<file path="config.mk">
export PLATFORM = sky130hd
export DESIGN_NAME = pc_sequencer
export DESIGN_NICKNAME = d
export VERILOG_FILES = /design/src/rtl/cpu_pkg.sv /design/src/rtl/pc_next_calc.sv /design/src/rtl/pc_sequencer.sv
export SDC_FILE = /design/constraint.sdc
export NUM_CORES = 1
export LEC_CHECK = 0
export BUFFER_PORTS_ARGS = -buffer_cell sky130_fd_sc_hd__buf_2
export CAP_MARGIN = 20
export CORE_ASPECT_RATIO = 0.9
export CORE_MARGIN = 2
export CORE_UTILIZATION = 50
export DETAILED_ROUTE_END_ITERATION = 8
export PLACE_DENSITY = 0.81
export SYNTH_ARGS = -nofsm -noshare
export SYNTH_HDL_FRONTEND = slang
export SYNTH_SLANG_ARGS = --single-unit
</file>
<file path="constraint.sdc">
create_clock -name CLK -period 3.3 [get_ports CLK]
set_input_delay 0.33 -clock CLK [delete_from_list [all_inputs] [get_ports CLK]]
set_output_delay 0.33 -clock CLK [all_outputs]
set_load 0.01 [all_outputs]
</file>
<file path="src/rtl/cpu_pkg.sv">
// Shared encodings for the simple CPU: sequencer states, opcodes, branch
// selects and fault codes.
package cpu_pkg;

    localparam logic [2:0] ST_IDLE   = 3'd0;
    localparam logic [2:0] ST_FETCH  = 3'd1;
    localparam logic [2:0] ST_DECODE = 3'd2;
    localparam logic [2:0] ST_EXEC   = 3'd3;
    localparam logic [2:0] ST_WB     = 3'd4;
    localparam logic [2:0] ST_HALT   = 3'd5;

    localparam logic [7:0] OP_LOADI = 8'h00;
    localparam logic [7:0] OP_ALU_1 = 8'h01;
    localparam logic [7:0] OP_ALU_2 = 8'h02;
    localparam logic [7:0] OP_ALU_3 = 8'h03;
    localparam logic [7:0] OP_ALU_4 = 8'h04;
    localparam logic [7:0] OP_ALU_5 = 8'h05;
    localparam logic [7:0] OP_J     = 8'h06;
    localparam logic [7:0] OP_BEQ   = 8'h07;
    localparam logic [7:0] OP_BNE   = 8'h08;

    localparam logic [1:0] BSEL_SEQ  = 2'b00;
    localparam logic [1:0] BSEL_JUMP = 2'b01;
    localparam logic [1:0] BSEL_BEQ  = 2'b10;
    localparam logic [1:0] BSEL_BNE  = 2'b11;

    localparam logic [1:0] FAULT_NONE    = 2'b00;
    localparam logic [1:0] FAULT_ILLEGAL = 2'b01;
    localparam logic [1:0] FAULT_TIMEOUT = 2'b10;

    function automatic logic opcode_legal(input logic [7:0] opcode);
        return (opcode <= OP_BNE);
    endfunction

endpackage

</file>
<file path="src/rtl/pc_next_calc.sv">
// Combinational next-PC selection: sequential, jump, beq and bne targets.
module pc_next_calc
    import cpu_pkg::*;
#(
    parameter int PC_W = 32
) (
    input  logic [PC_W-1:0] pc_i,
    input  logic [7:0]      offset_i,
    input  logic [1:0]      bsel_i,
    input  logic            zero_i,
    output logic [PC_W-1:0] next_pc_o
);

    logic [PC_W-1:0] seq_s;
    logic [PC_W-1:0] tgt_s;

    // Word offset is sign-extended and scaled to bytes; wrap is intentional.
    always_comb begin
        seq_s = pc_i + PC_W'(32'd4);
        tgt_s = seq_s + {{(PC_W-10){offset_i[7]}}, offset_i, 2'b00};
        case (bsel_i)
            BSEL_SEQ:  next_pc_o = seq_s;
            BSEL_JUMP: next_pc_o = tgt_s;
            BSEL_BEQ:  next_pc_o = zero_i ? tgt_s : seq_s;
            BSEL_BNE:  next_pc_o = zero_i ? seq_s : tgt_s;
            default:   next_pc_o = seq_s;
        endcase
    end

endmodule

</file>
<file path="src/rtl/pc_sequencer.sv">
// Multi-cycle instruction sequencer: fetch handshake, instruction register,
// write-back strobe timing, program counter and fault halting.
module pc_sequencer
    import cpu_pkg::*;
#(
    parameter int              PC_W          = 32,
    parameter logic [PC_W-1:0] RESET_PC      = '0,
    parameter int              FETCH_TIMEOUT = 16
) (
    input  logic            CLK,
    input  logic            RESET_N,
    output logic            imem_req,
    output logic [PC_W-1:0] imem_addr,
    input  logic [31:0]     imem_rdata,
    input  logic            imem_ready,
    output logic [31:0]     instr_out,
    input  logic            writeable_in,
    input  logic [1:0]      bselect_in,
    input  logic            zero_in,
    output logic            reg_write_en,
    output logic [PC_W-1:0] pc_out,
    output logic            halted,
    output logic [1:0]      fault_code
);

    localparam int CNT_W = $clog2(FETCH_TIMEOUT + 1);

    logic [2:0]       state_q,  state_d;
    logic [CNT_W-1:0] cnt_q,    cnt_d;
    logic [31:0]      ir_q,     ir_d;
    logic [PC_W-1:0]  pc_q,     pc_d;
    logic [1:0]       fault_q,  fault_d;
    logic             req_q,    req_d;
    logic             we_q,     we_d;
    logic             halted_q, halted_d;
    logic [PC_W-1:0]  next_pc_s;

    pc_next_calc #(
        .PC_W (PC_W)
    ) u_pc_next_calc (
        .pc_i      (pc_q),
        .offset_i  (ir_q[23:16]),
        .bsel_i    (bselect_in),
        .zero_i    (zero_in),
        .next_pc_o (next_pc_s)
    );

    // Next-state, IR, PC and fault logic for the sequencer FSM.
    always_comb begin
        state_d = state_q;
        cnt_d   = cnt_q;
        ir_d    = ir_q;
        pc_d    = pc_q;
        fault_d = fault_q;
        case (state_q)
            ST_IDLE: begin
                state_d = ST_FETCH;
                cnt_d   = '0;
            end
            ST_FETCH: begin
                if (imem_ready) begin
                    ir_d    = imem_rdata;
                    state_d = ST_DECODE;
                    cnt_d   = '0;
                end else if (cnt_q == CNT_W'(FETCH_TIMEOUT - 1)) begin
                    state_d = ST_HALT;
                    fault_d = FAULT_TIMEOUT;
                end else begin
                    cnt_d = cnt_q + CNT_W'(1);
                end
            end
            ST_DECODE: begin
                if (opcode_legal(ir_q[31:24])) begin
                    state_d = ST_EXEC;
                end else begin
                    state_d = ST_HALT;
                    fault_d = FAULT_ILLEGAL;
                end
            end
            ST_EXEC: begin
                state_d = ST_WB;
            end
            ST_WB: begin
                pc_d    = next_pc_s;
                state_d = ST_FETCH;
                cnt_d   = '0;
            end
            ST_HALT: begin
                state_d = ST_HALT;
            end
            default: begin
                state_d = ST_IDLE;
            end
        endcase
    end

    // Outputs are registered from the state being entered, so each is valid
    // for exactly the cycles spent in that state.
    always_comb begin
        req_d    = (state_d == ST_FETCH);
        we_d     = (state_d == ST_WB) && writeable_in;
        halted_d = (state_d == ST_HALT);
    end

    // State and output registers with asynchronous reset.
    always_ff @(posedge CLK or negedge RESET_N) begin
        if (!RESET_N) begin
            state_q  <= ST_IDLE;
            cnt_q    <= '0;
            ir_q     <= 32'h0000_0000;
            pc_q     <= RESET_PC;
            fault_q  <= FAULT_NONE;
            req_q    <= 1'b0;
            we_q     <= 1'b0;
            halted_q <= 1'b0;
        end else begin
            state_q  <= state_d;
            cnt_q    <= cnt_d;
            ir_q     <= ir_d;
            pc_q     <= pc_d;
            fault_q  <= fault_d;
            req_q    <= req_d;
            we_q     <= we_d;
            halted_q <= halted_d;
        end
    end

    assign imem_req     = req_q;
    assign imem_addr    = pc_q;
    assign instr_out    = ir_q;
    assign reg_write_en = we_q;
    assign pc_out       = pc_q;
    assign halted       = halted_q;
    assign fault_code   = fault_q;

endmodule

</file>
==> results.ini <==
[run_status]
status=finished, violations left
violations=negative setup slack

[floorplan]
die_x_um=118.5
core-area_um2=11480
io_pins=140
rows=37
initial_core_util_pct=51.41
die_h_um=107.1
dieArea_um2=12690

[synth]
yosysTopAreaCellShare_pct=31.80
synthArstFlopShare_pct=100.0
synthCells=681
ys_types=78
synth_area_per_cell_um2=8.667
yosysTopAreaCell=dfrtp_1
synth_edf_count=0
seq_area_frac_synth_pct=31.80
synth.most_common_cell=dfrtp_1
syn-cell-area_um2=5902
yosys-top-cells-area=dfrtp_1 32%, ha_1 7.8%, a21oi_1 5.9%
synth_flop_cell=dfrtp_1
synthTopCellsByCount=75 x dfrtp_1, 70 x a21oi_1, 56 x nand2_1, 42 x nor2_1, 40 x o21ai_0
yosys_warnings=0
ys_seq_elements=75

[pwr]
finalPower_uw=10460
switching_power_uw=5014
combPwrFrac_pct=74.2
seqPwrFrac_pct=16.4
p_int_uw=5441
power-per-cell-area_nw_per_um2=1243
peakVddDrop_uv=660.1
power_leakage_uw=0.003907
switching_share_pct=47.96
clkPwrFrac_pct=9.4

[placement]
dp_hpwl_um=13600
place_area_um2=7446
portBuffers=135
gp_congestion=0.9816

[clock_tree]
clk_latency_ns=0.35
cts_buffer_depth=2
cts.clk_slew.worst_paths_ns=0.07
cts_buffers=9
cts_tree=yes
cts-root-buf=clkbuf_16
htree_levels=3
numClockSinks=75
postCtsHoldBufs=0

[final_layout]
area_delta_synth_final_pct=42.53
final_layout_size_suffix_gt1_share_pct=47.44
seqCellArea_um2=1883
final_core_util_pct=73.27
layout.nets=989
num_antenna_cells=0
multi_input_area_um2=4155
post-route-cell-area_um2=8412
num-fill-cells=832

[critical_path]
critPathBufInv=3
cpLargestDelayFamily=compound AO/OA/AOI/OAI gates
cp.arrival_ns=3.81
worstPathMaxFanout=3
critPathKind=reg2reg
cp_cell_sequence=ha_2 > nand4_1 > nor2_4 > buf_6 > buf_6 > nand2_4 > xnor2_4 > ha_4 > and2_4 > a22o_1 > a211oi_4 > o21ai_2 > a311oi_4 > buf_4 > xnor2_2 > o22ai_2 > a21oi_1
cp_slowest_cell=dfrtp_1
startpoint=imem_addr[2]
reg2reg_to=imem_addr[21]
cp-start-kind=flop
end_kind=flop
cpPeakStageDelay_ns=0.39
endpoint=imem_addr[21]
rrSetupSlack_ns=-0.24
worst_r2r_path_depth=17
cp.depth=17
required_ns=3.56
path_common_cell=buf_6
rr_startpoint=imem_addr[2]

[sta]
finalClockSkew_ns=0.008113
fmax_ghz=0.2821
finalWorstSetupSlack_ns=-0.2443
worst_pin_slew_ns=0.9847
final-setup-viol-count=10
post-route-min-period_ns=3.544
max_slew_margin_pct=34.36
hold_ws_ns=0.1114
fin_crit_sh_pct=107.4
finalHoldViolCount=0
drv_slew=0
rsz0062_at_grt=true

[global_route]
grt_overflow=0
grt_pass1_wl_um=30300
track_usage_pct=30.11
antenna_found_initial=0
grt_max_degree=76
grt_pass1_vias=6059

[drt]
drt_first_pass_iters=5
antenna_left=0
drc=0
wl_per_cell_um=18.77
viasPerCell=5.867
drt_iter0_drc=504
vias=6295
drt-total-wl_um=20140

[flow_run]
drv_cap=0

[hold_path]
hp-class=in2async

[metrics by stage]
step | setup TNS [ns] | setup WS [ns] | cells
after floorplan | -0.01869 | -0.01338 | 684
after global routing | -2.751 | -0.3833 | 1073
after CTS | -0.05257 | -0.05230 | 1063
final | -1.130 | -0.2443 | 1073
after detailed placement | -1.363 | -0.2165 | 1033
after global placement | -0.4877 | -0.1075 | 1033
[flip-flops by register name, indices dropped and copies added (netlist names)]
register and flops:
imem_req 1, reg_write_en 1, fault_code 2, cnt_q 5, imem_addr 30, state_q 3
instr_out 32, halted 1
[placed cells by master, fill, tap and decap left out, types with 19 or more instances in the layout]
cell type  count
a21oi_1       57
buf_2        134
buf_4        136
dfrtp_1       70
ha_1          29
inv_1         19
mux2_2        30
nand2_1       51
nor2_1        41
o21ai_0       28
[cell type report]
type	instances	share of cell area (%)
Clock buffer	9	2.677
Clock inverter	7	0.6842
Inverter	19	0.8478
Multi-Input combinational cell	526	49.40
Sequential cell	75	22.39
Tap cell	156	2.320
Timing Repair Buffer	281	21.69
[worst min-delay path by stage]
stage / from / to / slack [ns]
final: RESET_N / imem_addr[16] / 0.11
after global routing: imem_rdata[17] / instr_out[17] / 0.19
after CTS: RESET_N / imem_addr[27] / 0.17
after detailed placement: instr_out[4] / instr_out[4] / 0.49
after global placement: instr_out[2] / instr_out[2] / 0.49
after floorplan: RESET_N / cnt_q[0] / 0.03
[logic make-up after synthesis]
family                     share of synthesized area, %
AOI/OAI and AO/OA                                 21.65
xor gates and xnor gates                          6.678
adders and majority gates                         8.183
buffers and inverters                             7.674
DFF                                               31.80
muxes                                             6.063
other                                           0.06354
and+or+nand+nor                                   17.89
[power groups by stage]
stage / Sequential (uW) / Clock (uW) / Combinational [uW]
after floorplan: 1940 / 0 / 3890
after global placement: 1680 / 0 / 6440
after detailed placement: 1700 / 0 / 6570
after CTS: 1690 / 992 / 7010
after global routing: 1760 / 1040 / 8300
final: 1710 / 980 / 7760
[metal layers]
layer  vias up  global-route usage, %  wire length [um]
met2       343                  50.08              9702
li1       2911                      -                 -
met1      2984                  39.06              8107
met3        57                  6.277              1694
met5         -                      0                 0
met4         0                  10.46               630
[worst register-to-register path, delay by kind of cell, from the launching register on]
family | cells | cell delay [ns]
flops | 1 | 0.39
simple gates | 4 | 0.62
xor+xnor | 2 | 0.29
fa+ha+maj | 2 | 0.43
buf+inv | 3 | 0.42
compound gates | 6 | 1.31
[what timing repair did]
item	4_1_cts	5_1_grt
setup buffers	14	11
cloned	0	0
resized for setup	46	59
pin swaps	38	22
endpoints found under the setup margin	14	17
Power figures use the tool's default switching activity.
